===== src/rtl/lpr_pkg.sv =====
// Shared types, widths and window helpers for the plate-capture window controller.
// Bound helpers widen before the margin is applied so underflow and overflow can be clamped.
package lpr_pkg;

  localparam int unsigned COORD_W = 12;
  localparam int unsigned CNT_W   = 20;

  localparam logic [COORD_W-1:0] COORD_CLEAR_MIN = 12'hFFF;

  typedef enum logic [2:0] {
    IDLE,
    SYNC,
    ACCUM,
    CHECK,
    COMMIT
  } lpr_state_t;

  typedef struct packed {
    logic [COORD_W-1:0] h_l;
    logic [COORD_W-1:0] h_r;
    logic [COORD_W-1:0] v_l;
    logic [COORD_W-1:0] v_r;
  } lpr_win_t;

  localparam lpr_win_t NULL_WIN = '0;

  // Left/top bound: c - margin - 1, floored at 0.
  function automatic logic [COORD_W-1:0] bound_lo(input logic [COORD_W-1:0] c,
                                                  input int unsigned margin);
    logic [COORD_W+1:0] t;
    t = {2'b00, c} - (COORD_W+2)'(margin + 1);
    return t[COORD_W+1] ? '0 : t[COORD_W-1:0];
  endfunction

  // Right/bottom bound: c + margin + 1, capped at the active size.
  function automatic logic [COORD_W-1:0] bound_hi(input logic [COORD_W-1:0] c,
                                                  input int unsigned margin,
                                                  input int unsigned limit);
    logic [COORD_W+1:0] t;
    logic [COORD_W+1:0] lim;
    t   = {2'b00, c} + (COORD_W+2)'(margin + 1);
    lim = (COORD_W+2)'(limit);
    return (t > lim) ? lim[COORD_W-1:0] : t[COORD_W-1:0];
  endfunction

endpackage


===== src/rtl/lpr_window_ctrl_if.sv =====
// Video-timing bundle from the colour/binarisation stage into the window controller.
interface lpr_window_ctrl_if;
  import lpr_pkg::*;

  logic               i_vsync;
  logic               i_de;
  logic               i_mask;
  logic [COORD_W-1:0] hcount;
  logic [COORD_W-1:0] vcount;

  modport master (output i_vsync, i_de, i_mask, hcount, vcount);
  modport slave  (input  i_vsync, i_de, i_mask, hcount, vcount);

endinterface


===== src/rtl/lpr_bbox_accum.sv =====
// Bounding-box and pixel-count accumulators for mask pixels; clear has priority over accumulate.
module lpr_bbox_accum
  import lpr_pkg::*;
(
  input  logic               pixelclk,
  input  logic               reset_n,
  input  logic               i_clear,
  input  logic               i_en,
  input  logic [COORD_W-1:0] i_x,
  input  logic [COORD_W-1:0] i_y,
  output logic [COORD_W-1:0] o_xmin,
  output logic [COORD_W-1:0] o_xmax,
  output logic [COORD_W-1:0] o_ymin,
  output logic [COORD_W-1:0] o_ymax,
  output logic [CNT_W-1:0]   o_pix_cnt
);

  logic [COORD_W-1:0] xmin_q, xmin_d, xmax_q, xmax_d;
  logic [COORD_W-1:0] ymin_q, ymin_d, ymax_q, ymax_d;
  logic [CNT_W-1:0]   pix_cnt_q, pix_cnt_d;

  always_comb begin
    xmin_d    = xmin_q;
    xmax_d    = xmax_q;
    ymin_d    = ymin_q;
    ymax_d    = ymax_q;
    pix_cnt_d = pix_cnt_q;
    if (i_clear) begin
      xmin_d    = COORD_CLEAR_MIN;
      xmax_d    = '0;
      ymin_d    = COORD_CLEAR_MIN;
      ymax_d    = '0;
      pix_cnt_d = '0;
    end else if (i_en) begin
      if (i_x < xmin_q) xmin_d = i_x;
      if (i_x > xmax_q) xmax_d = i_x;
      if (i_y < ymin_q) ymin_d = i_y;
      if (i_y > ymax_q) ymax_d = i_y;
      if (pix_cnt_q != '1) pix_cnt_d = pix_cnt_q + 1'b1;
    end
  end

  always_ff @(posedge pixelclk or negedge reset_n) begin
    if (!reset_n) begin
      xmin_q    <= COORD_CLEAR_MIN;
      xmax_q    <= '0;
      ymin_q    <= COORD_CLEAR_MIN;
      ymax_q    <= '0;
      pix_cnt_q <= '0;
    end else begin
      xmin_q    <= xmin_d;
      xmax_q    <= xmax_d;
      ymin_q    <= ymin_d;
      ymax_q    <= ymax_d;
      pix_cnt_q <= pix_cnt_d;
    end
  end

  assign o_xmin    = xmin_q;
  assign o_xmax    = xmax_q;
  assign o_ymin    = ymin_q;
  assign o_ymax    = ymax_q;
  assign o_pix_cnt = pix_cnt_q;

endmodule


===== src/rtl/lpr_window_ctrl.sv =====
// Per-frame crop-window controller: accumulates the mask bounding box over a frame, validates it at
// the vsync rise and commits margined, clamped bounds two cycles later, holding through dropouts.
module lpr_window_ctrl
  import lpr_pkg::*;
#(
  parameter int unsigned H_ACTIVE    = 1280,
  parameter int unsigned V_ACTIVE    = 720,
  parameter int unsigned MARGIN      = 4,
  parameter int unsigned MIN_W       = 32,
  parameter int unsigned MIN_H       = 8,
  parameter int unsigned MIN_PIX     = 64,
  parameter int unsigned HOLD_FRAMES = 15
) (
  input  logic               pixelclk,
  input  logic               reset_n,
  input  logic               i_enable,
  lpr_window_ctrl_if.slave   vid,
  output logic [COORD_W-1:0] hcount_l,
  output logic [COORD_W-1:0] hcount_r,
  output logic [COORD_W-1:0] vcount_l,
  output logic [COORD_W-1:0] vcount_r,
  output logic               o_win_valid,
  output logic               o_frame_done
);

  localparam int unsigned      MISS_W   = $clog2(HOLD_FRAMES + 1);
  localparam logic [MISS_W-1:0] MISS_MAX = MISS_W'(HOLD_FRAMES);

  lpr_state_t         state_q, state_d;
  logic               vsync_q, vsync_d;
  logic               valid_q, valid_d;
  lpr_win_t           win_q, win_d;
  logic               win_valid_q, win_valid_d;
  logic               frame_done_q, frame_done_d;
  logic [MISS_W-1:0]  miss_cnt_q, miss_cnt_d;

  logic               vsync_rise;
  logic               acc_clear;
  logic               acc_en;
  logic               box_ok;
  logic [MISS_W-1:0]  miss_inc;
  lpr_win_t           win_new;
  logic [COORD_W-1:0] xmin, xmax, ymin, ymax;
  logic [CNT_W-1:0]   pix_cnt;
  logic [COORD_W:0]   box_w, box_h;

  assign vsync_d    = vid.i_vsync;
  assign vsync_rise = vid.i_vsync & ~vsync_q;

  lpr_bbox_accum u_accum (
    .pixelclk  (pixelclk),
    .reset_n   (reset_n),
    .i_clear   (acc_clear),
    .i_en      (acc_en),
    .i_x       (vid.hcount),
    .i_y       (vid.vcount),
    .o_xmin    (xmin),
    .o_xmax    (xmax),
    .o_ymin    (ymin),
    .o_ymax    (ymax),
    .o_pix_cnt (pix_cnt)
  );

  // Next state and accumulator control
  always_comb begin
    state_d   = state_q;
    acc_clear = 1'b0;
    acc_en    = 1'b0;
    case (state_q)
      IDLE: begin
        acc_clear = 1'b1;
        if (i_enable) state_d = SYNC;
      end
      SYNC: begin
        acc_clear = 1'b1;
        if (vsync_rise) state_d = ACCUM;
      end
      ACCUM: begin
        acc_en = ~vsync_rise & vid.i_de & vid.i_mask;
        if (vsync_rise) state_d = CHECK;
      end
      CHECK:   state_d = COMMIT;
      COMMIT: begin
        acc_clear = 1'b1;
        state_d   = ACCUM;
      end
      default: state_d = IDLE;
    endcase
    if (!i_enable) state_d = IDLE;
  end

  // Pixel count is tested first; an empty box has xmax < xmin and is rejected regardless.
  always_comb begin
    box_w   = {1'b0, xmax} - {1'b0, xmin};
    box_h   = {1'b0, ymax} - {1'b0, ymin};
    box_ok  = (pix_cnt >= CNT_W'(MIN_PIX)) && (xmax >= xmin) && (ymax >= ymin) &&
              (box_w >= (COORD_W+1)'(MIN_W)) && (box_h >= (COORD_W+1)'(MIN_H));
    valid_d = (state_q == CHECK) ? box_ok : valid_q;
  end

  always_comb begin
    win_new.h_l  = bound_lo(xmin, MARGIN);
    win_new.h_r  = bound_hi(xmax, MARGIN, H_ACTIVE);
    win_new.v_l  = bound_lo(ymin, MARGIN);
    win_new.v_r  = bound_hi(ymax, MARGIN, V_ACTIVE);

    win_d        = win_q;
    win_valid_d  = win_valid_q;
    miss_cnt_d   = miss_cnt_q;
    frame_done_d = 1'b0;
    miss_inc     = (miss_cnt_q == MISS_MAX) ? MISS_MAX : miss_cnt_q + 1'b1;
    // A falling enable in COMMIT sends the FSM to IDLE and suppresses the update.
    if (state_q == COMMIT && i_enable) begin
      frame_done_d = 1'b1;
      if (valid_q) begin
        win_d       = win_new;
        win_valid_d = 1'b1;
        miss_cnt_d  = '0;
      end else begin
        miss_cnt_d = miss_inc;
        if (miss_inc == MISS_MAX) begin
          win_d       = NULL_WIN;
          win_valid_d = 1'b0;
        end
      end
    end
  end

  always_ff @(posedge pixelclk or negedge reset_n) begin
    if (!reset_n) begin
      state_q      <= IDLE;
      vsync_q      <= 1'b0;
      valid_q      <= 1'b0;
      win_q        <= NULL_WIN;
      win_valid_q  <= 1'b0;
      frame_done_q <= 1'b0;
      miss_cnt_q   <= '0;
    end else begin
      state_q      <= state_d;
      vsync_q      <= vsync_d;
      valid_q      <= valid_d;
      win_q        <= win_d;
      win_valid_q  <= win_valid_d;
      frame_done_q <= frame_done_d;
      miss_cnt_q   <= miss_cnt_d;
    end
  end

  assign hcount_l     = win_q.h_l;
  assign hcount_r     = win_q.h_r;
  assign vcount_l     = win_q.v_l;
  assign vcount_r     = win_q.v_r;
  assign o_win_valid  = win_valid_q;
  assign o_frame_done = frame_done_q;

endmodule

===== src/flat_wrapper.sv =====
// flat-port wrapper written by rule: the top's interface ports become plain ports
module lpr_window_ctrl_flat import lpr_pkg::*;
#(
  parameter int unsigned H_ACTIVE    = 1280,
  parameter int unsigned V_ACTIVE    = 720,
  parameter int unsigned MARGIN      = 4,
  parameter int unsigned MIN_W       = 32,
  parameter int unsigned MIN_H       = 8,
  parameter int unsigned MIN_PIX     = 64,
  parameter int unsigned HOLD_FRAMES = 15
)
  (pixelclk, reset_n, i_enable, hcount_l, hcount_r, vcount_l, vcount_r, o_win_valid, o_frame_done, vid_i_vsync, vid_i_de, vid_i_mask, vid_hcount, vid_vcount);
  lpr_window_ctrl_if vid_i ();
  input  logic pixelclk;
  input  logic reset_n;
  input  logic i_enable;
  output logic [COORD_W-1:0] hcount_l;
  output logic [COORD_W-1:0] hcount_r;
  output logic [COORD_W-1:0] vcount_l;
  output logic [COORD_W-1:0] vcount_r;
  output logic o_win_valid;
  output logic o_frame_done;
  input wire logic [$bits(vid_i.i_vsync)-1:0] vid_i_vsync;
  input wire logic [$bits(vid_i.i_de)-1:0] vid_i_de;
  input wire logic [$bits(vid_i.i_mask)-1:0] vid_i_mask;
  input wire logic [$bits(vid_i.hcount)-1:0] vid_hcount;
  input wire logic [$bits(vid_i.vcount)-1:0] vid_vcount;
  assign vid_i.i_vsync = vid_i_vsync;
  assign vid_i.i_de = vid_i_de;
  assign vid_i.i_mask = vid_i_mask;
  assign vid_i.hcount = vid_hcount;
  assign vid_i.vcount = vid_vcount;
  lpr_window_ctrl #(.H_ACTIVE(H_ACTIVE), .V_ACTIVE(V_ACTIVE), .MARGIN(MARGIN), .MIN_W(MIN_W), .MIN_H(MIN_H), .MIN_PIX(MIN_PIX), .HOLD_FRAMES(HOLD_FRAMES)) u_core (.pixelclk(pixelclk), .reset_n(reset_n), .i_enable(i_enable), .vid(vid_i), .hcount_l(hcount_l), .hcount_r(hcount_r), .vcount_l(vcount_l), .vcount_r(vcount_r), .o_win_valid(o_win_valid), .o_frame_done(o_frame_done));
endmodule

===== config.mk =====
export PLATFORM = sky130hd
export DESIGN_NAME = lpr_window_ctrl_flat
export DESIGN_NICKNAME = d
export VERILOG_FILES = /design/src/rtl/lpr_pkg.sv /design/src/rtl/lpr_window_ctrl_if.sv /design/src/rtl/lpr_bbox_accum.sv /design/src/rtl/lpr_window_ctrl.sv /design/src/flat_wrapper.sv
export SDC_FILE = /design/constraint.sdc
export NUM_CORES = 1
export LEC_CHECK = 0
export CAP_MARGIN = 0
export CORE_UTILIZATION = 40
export DETAILED_ROUTE_END_ITERATION = 8
export GPL_ROUTABILITY_DRIVEN = 1
export GPL_TIMING_DRIVEN = 0
export PLACE_DENSITY = 0.72
export SLEW_MARGIN = 20
export SYNTH_ARGS = -nofsm -noshare
export SYNTH_HDL_FRONTEND = slang
export SYNTH_SLANG_ARGS = --single-unit

===== constraint.sdc =====
create_clock -name pixelclk -period 2.33 [get_ports pixelclk]
set_input_delay 0.466 -clock pixelclk [delete_from_list [all_inputs] [get_ports pixelclk]]
set_output_delay 0.466 -clock pixelclk [all_outputs]
set_load 0.01 [all_outputs]

# Yosys cells after proc, flatten, opt, wreduce, memory -nomap -nowiden
# Cells that the tools add are included.
[word_totals]
register_bits = 127
latchBits = 0
mem_bits_rw = 0
rom_bits = 0
input_bits = 30
output_inout_bits = 50
word_cells = 101
mem_count = 0
[op_classes]
add_sub_neg = 8
n_mul = 0
div = 0
n_lt_le_gt_ge = 11
eq_ne = 9
shift = 0
mux = 32
n_bitwise = 5
n_reduce_logical = 21
[op_table]
columns = ["cell", "n"]
rows = [
  ["$mux W12", 16],
  ["$mux W48", 2],
  ["$mux W20", 3],
  ["$add A12 B3 Y13 const B", 2],
  ["$sub A12 B12 Y13", 2],
  ["$sub A12 B3 Y13 const B", 2],
  ["$ge A12 B12 Y1", 2],
  ["$gt A12 B12 Y1", 2],
  ["$lt A12 B12 Y1", 2],
  ["$add A20 B1 Y20 const B", 1],
  ["$ge A20 B7 Y1 const B", 1],
  ["$ne A20 B20 Y1 const B", 1],
  ["$pmux W3 S5", 1],
  ["$gt A14 B10 Y1 const B", 1],
  ["$gt A14 B11 Y1 const B", 1],
  ["$reduce_and A2 Y1", 7],
  ["$reduce_bool A2 Y1", 7],
  ["$ge A13 B4 Y1 const B", 1],
  ["$ge A13 B6 Y1 const B", 1],
  ["$mux W3", 3],
  ["$eq A4 B4 Y1 const B", 2],
  ["$mux W4", 2],
  ["$eq A3 B2 Y1 const B", 2],
  ["$ne A3 B2 Y1 const B", 2],
  ["other kinds (9)", 20],
]

# Longest topological paths before layout
# Gate-level depths: netlist of run 1.
[logic_depth]
depth_word = 8
ltp_mapped = 10
depth_no_buf = 9

# Hierarchy
# A second synthesis of run 1 with hierarchy kept.
[hier_totals]
hier_cells = 956
hier_area_um2 = 8717.1
[by_module_without_submodules]
columns = ["mod", "instances", "cells_per_inst", "area_each_um2", "seq_area_each_um2"]
rows = [
  ["lpr_bbox_accum", 1, 477, 4539.4, 1731.7],
  ["lpr_window_ctrl", 1, 479, 4177.8, 1476.4],
]

# Worst setup path before layout of run 1
# No wires, ideal clock.
[synth_timing]
path_type = "register to register"
from = "register u_core.u_accum.ymin_q[1] (netlist: u_core.u_accum.o_ymin[1])"
to = "register u_core.valid_q"
arrival_time_ns = 2.315
path_slack_ns = -0.088
path_stages_with_launch = 10
n_path_buf = 0
period_less_slack_ns = 2.418
cell_sequence = "dfstp_2 inv_1 ha_1 nor2b_1 o31a_1 o21a_1 a221oi_1 mux2i_1 nor2_1 a221oi_1"
[synth_between]
elab_chain_cells = 4
elab_cells_between_ends = 6
classes_between = "add/sub (1); order compare (2); reduce/logical (3)"
[synth_lines]
columns = ["element", "line_no", "text"]
rows = [
  ["from (decl)", "lpr_bbox_accum.sv:19", "logic [COORD_W-1:0] ymin_q, ymin_d, ymax_q, ymax_d;"],
  ["from (signal assigned)", "lpr_bbox_accum.sv:53", "ymin_q <= ymin_d;"],
  ["branches (longest 3 deep; another with $sub A12 B12 Y13)", "--", ""],
  ["$logic_and A1 B1 Y1 (*)", "lpr_window_ctrl.sv:97", "(box_w >= (COORD_W+1)'(MIN_W)) && (box_h >= (COORD_W+1)'(MIN_H));"],
  ["to (signal assigned)", "lpr_window_ctrl.sv:141", "valid_q <= valid_d;"],
  ["to (decl)", "lpr_window_ctrl.sv:31", "logic valid_q, valid_d;"],
]
# Every way passes the cells marked *.
# A chain may end at the register's enable or synchronous reset.

# Worst setup path in the final report of run 1
# Ends and elaborated chain as after synthesis.

==> results of run 1 <==
==> state kept, by name, summed over array words and instances, names as in the netlist <==
signal / flops
u_core.o_frame_done: 1
u_core.hcount_l: 12
u_core.u_accum.o_xmax: 12
u_core.u_accum.o_ymin: 12
u_core.u_accum.o_xmin: 12
u_core.u_accum.o_ymax: 12
u_core.valid_q: 1
u_core.vcount_l: 12
u_core.hcount_r: 12
u_core.o_win_valid: 1
u_core.u_accum.o_pix_cnt: 20
u_core.miss_cnt_q: 4
u_core.vsync_q: 1
u_core.state_q: 3
u_core.vcount_r: 12
==> critical path, stage by stage, from the launching register on <==
cell,delay [ps]
dfstp_2,580
inv_4,60
ha_4,210
nor2b_4,120
o31a_1,250
o21a_1,220
a221oi_2,330
mux2i_1,220
nor2_1,70
a221oi_1,220
==> kinds of logic (layout without fill, tap and decap cells) <==
family          after synthesis  after routing
mux                          56             56
flops                       127            127
fa+ha+maj                    79             79
xor+xnor                     47             47
other cells                   0              1
simple gates                292            292
buf+inv                     112            267
compound gates              213            213
==> cell type report <==
class / instances / share of cell area (%)
repair buffers: 125 / 11.1
diodes: 1 / 0.0227
flip-flops and latches: 127 / 29.2
inverters: 82 / 2.83
plain buffers: 28 / 1.76
well taps: 270 / 3.06
clock inverters: 12 / 1.21
clock buffers: 20 / 4.23
multi-input cells: 687 / 46.6
==> through the flow <==
| stage | utilization [%] | cell area, um^2 | hold WS (ps) | instances | setup WS, ps |
|---|---|---|---|---|---|
| floorplan | - | 8460 | 170 | 926 | -18.5 |
| detailed placement | 46.9 | 9620 | 450 | 1276 | -798 |
| finish | 53.9 | 11000 | 387 | 1352 | -52.3 |
| global placement | 46.8 | 9590 | 463 | 1275 | -4300 |
| CTS | 52.0 | 10700 | 484 | 1333 | -65.6 |
| global route | 53.9 | 11000 | 394 | 1352 | -162 |
==> final timing paths <==
kind / slack [ps] / from / to / depth (start not counted)
hold / removal: 390 / vid_hcount[5] / u_core.u_accum.o_xmin[5] / 3
hold reg to reg: 480 / u_core.hcount_l[5] / u_core.hcount_l[5] / 2
setup reg to reg: -50 / u_core.u_accum.o_ymin[1] / u_core.valid_q / 9
setup / recovery: -50 / u_core.u_accum.o_ymin[1] / u_core.valid_q / 9
max in group asynchronous: 1030 / reset_n / u_core.u_accum.o_ymin[2] / 3
min in group asynchronous: 570 / reset_n / u_core.u_accum.o_xmax[5] / 2
==> power groups by stage <==
| stage | sequential (mW) | combinational (mW) | clock (mW) |
|---|---|---|---|
| 2_1_floorplan | 2.28 | 0.172 | 0 |
| 3_3_place_gp | 2.28 | 0.338 | 0 |
| 3_5_place_dp | 2.28 | 0.355 | 0 |
| 4_1_cts | 2.24 | 0.370 | 2.76 |
| 5_1_grt | 2.25 | 0.425 | 2.86 |
| 6_report | 2.25 | 0.382 | 2.73 |
==> synth_stat cells, drive strengths merged (10+ instances only) <==
| library cell | n | share of area (%) |
|---|---|---|
| dfrtp | 103 | 31 |
| nand2 | 92 | 4.1 |
| inv | 82 | 3.6 |
| ha | 78 | 12 |
| nor2 | 71 | 3.2 |
| o21ai | 61 | 3.6 |
| mux2i | 45 | 5.3 |
| a21oi | 42 | 2.5 |
| xnor2 | 39 | 4.0 |
| nand3 | 29 | 1.8 |
| dfstp | 24 | 7.5 |
| a21o | 22 | 2.0 |
| clkbuf | 20 | 0.89 |
| nand4 | 19 | 1.4 |
| nor4 | 15 | 1.3 |
| nor3 | 14 | 0.83 |
| o211ai | 12 | 1.1 |
| mux2 | 11 | 1.5 |
| buf | 10 | 0.56 |
==> repair_timing <==
| item | CTS | global route |
|---|---|---|
| setup endpoints to repair | 88 | 99 |
| cloned | 1 | 0 |
| setup buffers | 23 | 20 |
| pin swaps | 17 | 26 |
| hold buffers | 1 | 0 |
| resized for setup | 65 | 63 |
| hold endpoints to repair | 5 | 0 |
==> layer usage <==
layer / up-vias / share of wire, % / GRT usage [%]
met3: 53 / 6.2 / 4.01
met4: 0 / 3.0 / 8.81
li1: 3612 / - / -
met2: 252 / 46 / 35.0
met1: 3582 / 45 / 31.4
met5: - / 0 / 0
==> cell usage in the layout (no fill, tap or decap), drive strengths merged, types with 7 or more instances in the layout <==
| cell | netlist | layout |
|---|---|---|
| a21oi | 42 | 42 |
| mux2 | 11 | 11 |
| nor3 | 14 | 14 |
| nand4 | 19 | 19 |
| a32o | 9 | 9 |
| xnor2 | 39 | 39 |
| a31oi | 8 | 8 |
| clkdlybuf4s50 | 0 | 73 |
| o21ai | 61 | 61 |
| buf | 10 | 60 |
| inv | 82 | 83 |
| xor2 | 8 | 8 |
| nand2b | 7 | 7 |
| or3 | 8 | 8 |
| nor2 | 71 | 71 |
| mux2i | 45 | 45 |
| dfrtp | 103 | 103 |
| clkbuf | 20 | 34 |
| o211ai | 12 | 12 |
| nand2 | 92 | 92 |
| nor4 | 15 | 15 |
| nand3 | 29 | 29 |
| a21o | 22 | 22 |
| and3 | 8 | 8 |
| ha | 78 | 78 |
| dfstp | 24 | 24 |
| o21a | 9 | 9 |
==> flow_metrics.py, run 1 <==
metrics = {
    "timing": {
        "finClkSkew_ps": 6.72,
        "hold_viol_final": 0,
        "fmax_ghz": 0.420,
        "rsz0062_at_grt": "true",
        "fin_crit_ps": 2380,
        "tightest_slew_ps": 793,
        "fin_ws_ps": -52.3,
        "maxSlewHeadroom_pct": 47.1,
        "setup_viol": 8,
        "slew_violations": 0,
        "fin_setup_tns_ps": -96.7,
        "fin_crit_sh_pct": 102,
    },
    "grt": {
        "grt_pass1_wl_um": 38400,
        "grt_overflow": 0,
        "grt_pass1_vias": 7250,
        "grtUsageTotal_pct": 22.7,
        "grt_max_degree": 65,
        "antenna_found_initial": 1,
    },
    "floorplan": {
        "die_w_um": 147,
        "core_um2": 20500,
        "row_count": 52,
        "die_h_um": 147,
        "die_area_um2": 21700,
        "start_util_pct": 41.2,
        "io_pins": 80,
    },
    "routing": {
        "drc": 0,
        "routed_via_density": 5.55,
        "routed_wl_um": 24100,
        "ant_nets": 0,
        "drt_first_pass_iters": 5,
        "vias": 7499,
        "drt_iter0_drc": 598,
        "wl_per_cell_um": 17.8,
    },
    "logic_synthesis": {
        "synth_top_family_by_area": "compound AO/OA/AOI/OAI gates",
        "ys_ff_latch": 127,
        "synth-compound-area-share_pct": 16.8,
        "syn_area_per_cell_um2": 9.12,
        "synth-adder-area-share_pct": 11.7,
        "synthFlopType": "dfrtp_1",
        "syn_inst": 926,
        "synth_seq_area_share_pct": 38.0,
        "ys_warn_count": 0,
        "muxShareOfSynthArea_pct": 6.80,
        "synth_edf_count": 0,
        "ys_async_sr_fraction_pct": 100,
        "synth_xor_area_share_pct": 4.87,
        "synth_cell_types": 64,
        "syn_nets": 1034,
        "synth_area_um2": 8450,
        "synthSimpleGateAreaFrac_pct": 16.8,
    },
    "clock_tree": {
        "clock_latency_ps": 440,
        "htreeDepth": 4,
        "cts_tree": "built",
        "cts_sinks": 127,
        "cts_max_path_buffers": 2,
        "path_clk_slew_ps": 60,
        "numCtsBuffers": 17,
        "cts-root-buf": "clkbuf_16",
    },
    "finish": {
        "seqCellArea_um2": 3220,
        "drive_above_1_share_pct": 19.3,
        "nets": 1176,
        "n_fill_cell": 1783,
        "syn_to_final_growth_pct": 30.7,
        "multi_input_area_um2": 5150,
    },
    "power": {
        "power.total_mw": 5.36,
        "power_frac_comb_pct": 7.1,
        "internal-power_mw": 4.04,
        "switching_share_pct": 24.7,
        "switchingPower_mw": 1.32,
        "cellLeakagePower_nw": 5.20,
        "power_frac_clock_pct": 51.0,
        "p_per_area_nw_per_um2": 485,
        "peakVddDrop_uv": 406,
        "pwr-share-seq_pct": 41.9,
    },
    "setup_path": {
        "crit_fanout": 3,
        "cp-end-kind": "register",
        "cp.required_ps": 2670,
        "start_kind": "register",
        "cp.arrival_ps": 2720,
        "crit_type": "reg2reg",
    },
    "placement": {
        "io_buffers": 79,
        "hpwl_um": 17200,
        "gp_congestion": 0.891,
    },
    "run": {
        "cap_violations": 0,
    },
    "hold_path": {
        "hold_path.class": "in2reg",
    },
    "status": {
        "status": "finished, violations left",
        "violations": "negative setup slack",
    },
}
No activity file was read; power rests on OpenSTA's default activity.
==> run 2: changes to the inputs <==
==> constraint.sdc (replaced) <==
create_clock -name pixelclk -period 2.33 [get_ports pixelclk]
set_input_delay 0.5825 -clock pixelclk [delete_from_list [all_inputs] [get_ports pixelclk]]
set_output_delay 0.5825 -clock pixelclk [all_outputs]
set_load 0.01 [all_outputs]
==> run 2 against run 1 <==
  * Core utilization is 1.2 points higher
  * Cell area grew 2.2%
  * Register-to-register slack worse by 30 ps
  * Via count grew 2.3%
  * Flip-flop and latch count stayed put
  * Hold slack got worse by 300 ps
  * Clock-buffer cell count increased by 2
  * The flow still finishes with violations (negative setup slack)
==> flow_metrics.py, run 2 (synthesized netlist as in run 1, its figures left out) <==
metrics = {
    "grt": {
        "grt_pass1_vias": 7193,
        "grt_max_degree": 67,
        "antenna_found_initial": 1,
        "grt_pass1_wl_um": 38100,
        "grtUsageTotal_pct": 22.5,
        "grt_overflow": 0,
    },
    "finish": {
        "drive_above_1_share_pct": 23.4,
        "largest_reg_flops": 20,
        "fin_area_um2": 11300,
        "syn_to_final_growth_pct": 33.6,
        "mostFrequentLayoutCells": "nand2_1, dfrtp_1, nor2_1",
        "mostFrequentLayoutCell": "nand2_1",
        "nets": 1193,
        "instances_no_fill": 1369,
    },
    "clock_tree": {
        "clock_latency_ps": 430,
        "cts_max_path_buffers": 2,
        "cts-root-buf": "clkbuf_16",
        "cts_sinks": 127,
        "numCtsBuffers": 17,
        "htreeDepth": 4,
        "path_clk_slew_ps": 60,
        "cts_tree": "built",
    },
    "placement": {
        "hpwl_um": 17300,
        "dp_slack_ps": -931,
        "dpl-instance-area_um2": 9620,
        "gp_congestion": 0.903,
        "io_buffers": 79,
        "placed_cells": 1276,
    },
    "routing": {
        "met1_length_um": 11000,
        "vias": 7673,
        "wl_per_cell_um": 17.9,
        "route.met3.wl_um": 1490,
        "routed_wl_um": 24600,
        "routed_via_density": 5.60,
        "drt_first_pass_iters": 5,
        "drt_iter0_drc": 515,
        "drc": 0,
        "routed.top_layer": "met4",
        "ant_nets": 0,
        "met2_length_um": 11400,
    },
    "setup_path": {
        "crit_fanout": 3,
        "cp.required_ps": 2620,
        "crit_type": "reg2reg",
        "rrSetupSlack_ps": -80,
        "start_kind": "register",
        "cp-end-kind": "register",
        "cp.arrival_ps": 2700,
    },
    "timing": {
        "fmax_ghz": 0.415,
        "fin_setup_tns_ps": -81.8,
        "rsz0062_at_grt": "true",
        "tightest_slew_ps": 834,
        "slew_violations": 0,
        "fin_crit_ps": 2410,
        "finClkSkew_ps": 6.72,
        "fin_crit_sh_pct": 104,
        "hold_viol_final": 0,
        "maxSlewHeadroom_pct": 44.4,
        "fin_ws_ps": -81.8,
        "setup_viol": 1,
    },
    "hold_path": {
        "hold_path.class": "in2async",
    },
    "floorplan": {
        "core_um2": 20500,
        "die_w_um": 147,
        "start_util_pct": 41.2,
        "io_pins": 80,
        "die_h_um": 147,
        "row_count": 52,
        "die_area_um2": 21700,
    },
    "power": {
        "cellLeakagePower_nw": 5.36,
        "p_per_area_nw_per_um2": 478,
        "peakVddDrop_uv": 395,
    },
    "run": {
        "cap_violations": 0,
    },
    "status": {
        "violations": "negative setup slack",
        "status": "finished, violations left",
    },
}
run 2: cell count changes in the layout (fill, tap and decap cells not counted), moves of 5 or more:
cell,delta
buf_4,+19
clkdlybuf4s50_1,-16
inv_1,-11
dlygate4sd2_1,+10
inv_2,+9
dfrtp_1,-6
dfrtp_2,+6
dlymetal6s2s_1,+5
run 2: path summary, 6_finish.rpt:
check | start | to | cells after the start
setup / recovery | u_core.u_accum.o_xmin[1] | u_core.valid_q | 9
hold / removal | reset_n | u_core.u_accum.o_xmax[1] | 1
setup reg to reg | u_core.u_accum.o_xmin[1] | u_core.valid_q | 9
hold reg to reg | u_core.o_win_valid | u_core.o_win_valid | 1
max in group asynchronous | reset_n | u_core.u_accum.o_ymin[2] | 2
min in group pixelclk | u_core.o_win_valid | u_core.o_win_valid | 1
run 2: metrics by stage:
stage	power [mW]	utilization [%]	hold WS, ps
3_5_place_dp	2.64	46.9	469
5_1_grt	5.57	55.0	125
3_3_place_gp	2.62	46.8	463
6_report	5.40	55.1	86.7
2_1_floorplan	2.45	-	287
4_1_cts	5.38	52.0	113
run 2: what timing repair did:
| action | CTS | global route |
|---|---|---|
| hold buffers | 0 | 0 |
| cloned | 0 | 1 |
| gates resized for setup | 84 | 106 |
| pin swaps | 19 | 26 |
| setup buffers | 21 | 40 |
| setup endpoints to repair | 102 | 96 |
run 2: area by class of cell:
cell class / instances / area, um^2
Antenna cell: 1 / 2.50
Buffer: 28 / 198
Inverter: 82 / 319
Multi-Input combinational cell: 687 / 5290
Clock buffer: 22 / 464
Sequential cell: 127 / 3230
Fill cell: 1719 / 9210
Clock inverter: 10 / 136
Timing Repair Buffer: 142 / 1310
Tap cell: 270 / 338
run 2: layer usage:
metal / up-vias / global-route usage, %
li1: 3646 / -
met1: 3678 / 31.2
met2: 284 / 34.2
met3: 65 / 4.35
met4: 0 / 9.33
met5: - / 0
run 2: critical path, cell delays in order, from the launching register on:
cell and delay, ps:
dfstp_2 540, inv_1 100, ha_1 330, nor2b_1 150, o2111ai_2 240, nand3_1 130, a41oi_1 290, mux2i_1 120
nor4_1 280, a221oi_1 80
run 2: report_power, final:
part           switching, mW  leakage, nW  internal, mW
sequential            0.0177         1.65          2.23
clock                   1.02        0.287          1.74
combinational          0.244         3.42         0.155
total                   1.28         5.36          4.12
==> run 3: changes to the inputs <==
SKIP_LAST_GASP = 1   (was not set)
SLEW_MARGIN = not set   (was 20)
==> run 3 against run 2 <==
  * Hold slack improved by 59 ps
  * Critical path type unchanged
  * Clock-buffer cell count unchanged
  * Combinational power about the same
  * Total power about the same
  * The run still ends with negative setup slack left
==> flow_metrics.py, run 3 (synthesized netlist as in run 1, its figures left out) <==
metrics = {
    "status": {
        "status": "finished, violations left",
        "violations": "negative setup slack",
    },
    "clock_tree": {
        "cts-root-buf": "clkbuf_16",
        "numCtsBuffers": 17,
        "cts_max_path_buffers": 2,
        "cts_tree": "built",
        "htreeDepth": 4,
        "cts_sinks": 127,
        "path_clk_slew_ps": 60,
        "cts_hold_buf": 0,
        "clock_latency_ps": 430,
    },
    "finish": {
        "nets": 1192,
        "largest_reg_flops": 20,
        "n_fill_cell": 1727,
        "seqCellArea_um2": 3230,
        "mostFrequentLayoutCell": "nand2_1",
        "multi_input_area_um2": 5270,
        "drive_above_1_share_pct": 23.2,
        "syn_to_final_growth_pct": 33.2,
        "mostFrequentLayoutCells": "nand2_1, dfrtp_1, nor2_1",
    },
    "power": {
        "peakVddDrop_uv": 394,
        "cellLeakagePower_nw": 5.36,
        "p_per_area_nw_per_um2": 480,
    },
    "timing": {
        "maxSlewHeadroom_pct": 47.8,
        "slew_violations": 0,
        "finClkSkew_ps": 7.62,
        "setup_viol": 17,
        "fmax_ghz": 0.412,
        "tightest_slew_ps": 784,
        "hold_viol_final": 0,
        "hold_slack_ps": 146,
        "fin_crit_sh_pct": 104,
        "fin_crit_ps": 2430,
        "rsz0062_at_grt": "true",
        "fin_setup_tns_ps": -551,
        "fin_ws_ps": -99.7,
    },
    "floorplan": {
        "start_util_pct": 41.2,
        "die_w_um": 147,
        "io_pins": 80,
        "row_count": 52,
        "core_um2": 20500,
        "die_area_um2": 21700,
        "die_h_um": 147,
    },
    "setup_path": {
        "cp.required_ps": 2620,
        "cp-end-kind": "register",
        "cp_cell_sequence": "inv_1 -> ha_1 -> nor2b_1 -> o2111ai_2 -> nand3_1 -> a41oi_1 -> mux2i_1 -> nor4_1 -> a221oi_1",
        "start_kind": "register",
        "rrSetupSlack_ps": -100,
        "crit_type": "reg2reg",
        "cpMaxStageDelayCell": "dfstp_2",
        "cp.arrival_ps": 2720,
        "crit_buf_inv": 1,
        "r2r-start": "u_core.u_accum.o_xmin[1]",
        "r2r_cells": 9,
        "crit_fanout": 3,
        "cpLargestDelayFamily": "compound AO/OA/AOI/OAI gates",
        "r2r-end": "u_core.valid_q",
        "cp_slowest_stage_delay_ps": 540,
    },
    "placement": {
        "io_buffers": 79,
        "gp_congestion": 0.903,
        "hpwl_um": 17300,
    },
    "routing": {
        "routed_via_density": 5.64,
        "drc": 0,
        "drt_first_pass_iters": 5,
        "route.met3.wl_um": 1660,
        "ant_nets": 0,
        "met1_length_um": 10900,
        "vias": 7715,
        "wl_per_cell_um": 18.1,
        "routed.top_layer": "met4",
        "routed_wl_um": 24800,
        "met2_length_um": 11600,
        "drt_iter0_drc": 581,
    },
    "hold_path": {
        "hold_path.class": "in2async",
    },
    "grt": {
        "grtUsageTotal_pct": 22.5,
        "antenna_found_initial": 1,
        "grt_max_degree": 67,
        "grt_pass1_wl_um": 38200,
        "grt_pass1_vias": 7178,
        "grt_overflow": 0,
    },
    "run": {
        "cap_violations": 0,
    },
}
==> run 3: how the worst max path moves through the flow <==
stage / from / to / slack (ps) / cells past startpoint
after floorplan: u_core.u_accum.o_ymin[1] / u_core.valid_q / -20 / 9
after global placement: reset_n / u_core.vcount_l[7] / -4460 / 1
after detailed placement: vid_vcount[1] / u_core.u_accum.o_ymin[3] / -930 / 9
after CTS: u_core.u_accum.o_ymin[1] / u_core.u_accum.o_ymin[3] / -70 / 10
after global routing: u_core.u_accum.o_ymax[1] / u_core.u_accum.o_ymax[6] / -170 / 13
final: u_core.u_accum.o_xmin[1] / u_core.valid_q / -100 / 9
==> run 3: report_power, final <==
| part | internal, mW | switching [mW] | leakage (nW) |
|---|---|---|---|
| combinational | 0.153 | 0.244 | 3.42 |
| sequential | 2.23 | 0.0178 | 1.65 |
| clock | 1.74 | 1.02 | 0.287 |
| total | 4.12 | 1.28 | 5.36 |
==> run 3: stage by stage <==
step | cell area [um^2] | power, mW | worst slack, ps | instances | utilization, %
finish | 11300 | 5.40 | -99.7 | 1368 | 54.9
global route | 11300 | 5.56 | -166 | 1367 | 54.9
CTS | 10600 | 5.38 | -66.9 | 1327 | 51.9
detailed placement | 9620 | 2.63 | -931 | 1276 | 46.9
global placement | 9590 | 2.62 | -4460 | 1275 | 46.8
floorplan | 8460 | 2.45 | -18.5 | 926 | -
==> run 3: timing repair <==
item / in CTS / in global routing
gates cloned: 0 / 1
setup endpoints to repair: 102 / 96
pin swaps: 17 / 30
endpoints found under the hold margin: 0 / 0
gates resized for setup: 82 / 105
setup buffers: 21 / 39
==> run 3: layout make-up <==
type | instances | share of cell area (%)
repair buffers | 141 | 11.5
inverters | 82 | 2.84
clock inverters | 10 | 1.21
well taps | 270 | 3.00
plain buffers | 28 | 1.75
flip-flops and latches | 127 | 28.7
multi-input cells | 687 | 46.8
diodes | 1 | 0.0222
clock buffers | 22 | 4.12
==> run 3: metal layers <==
metal,up-vias,track usage (%)
met3,63,4.29
met1,3691,31.4
li1,3643,-
met4,0,9.02
met2,318,34.3
met5,-,0
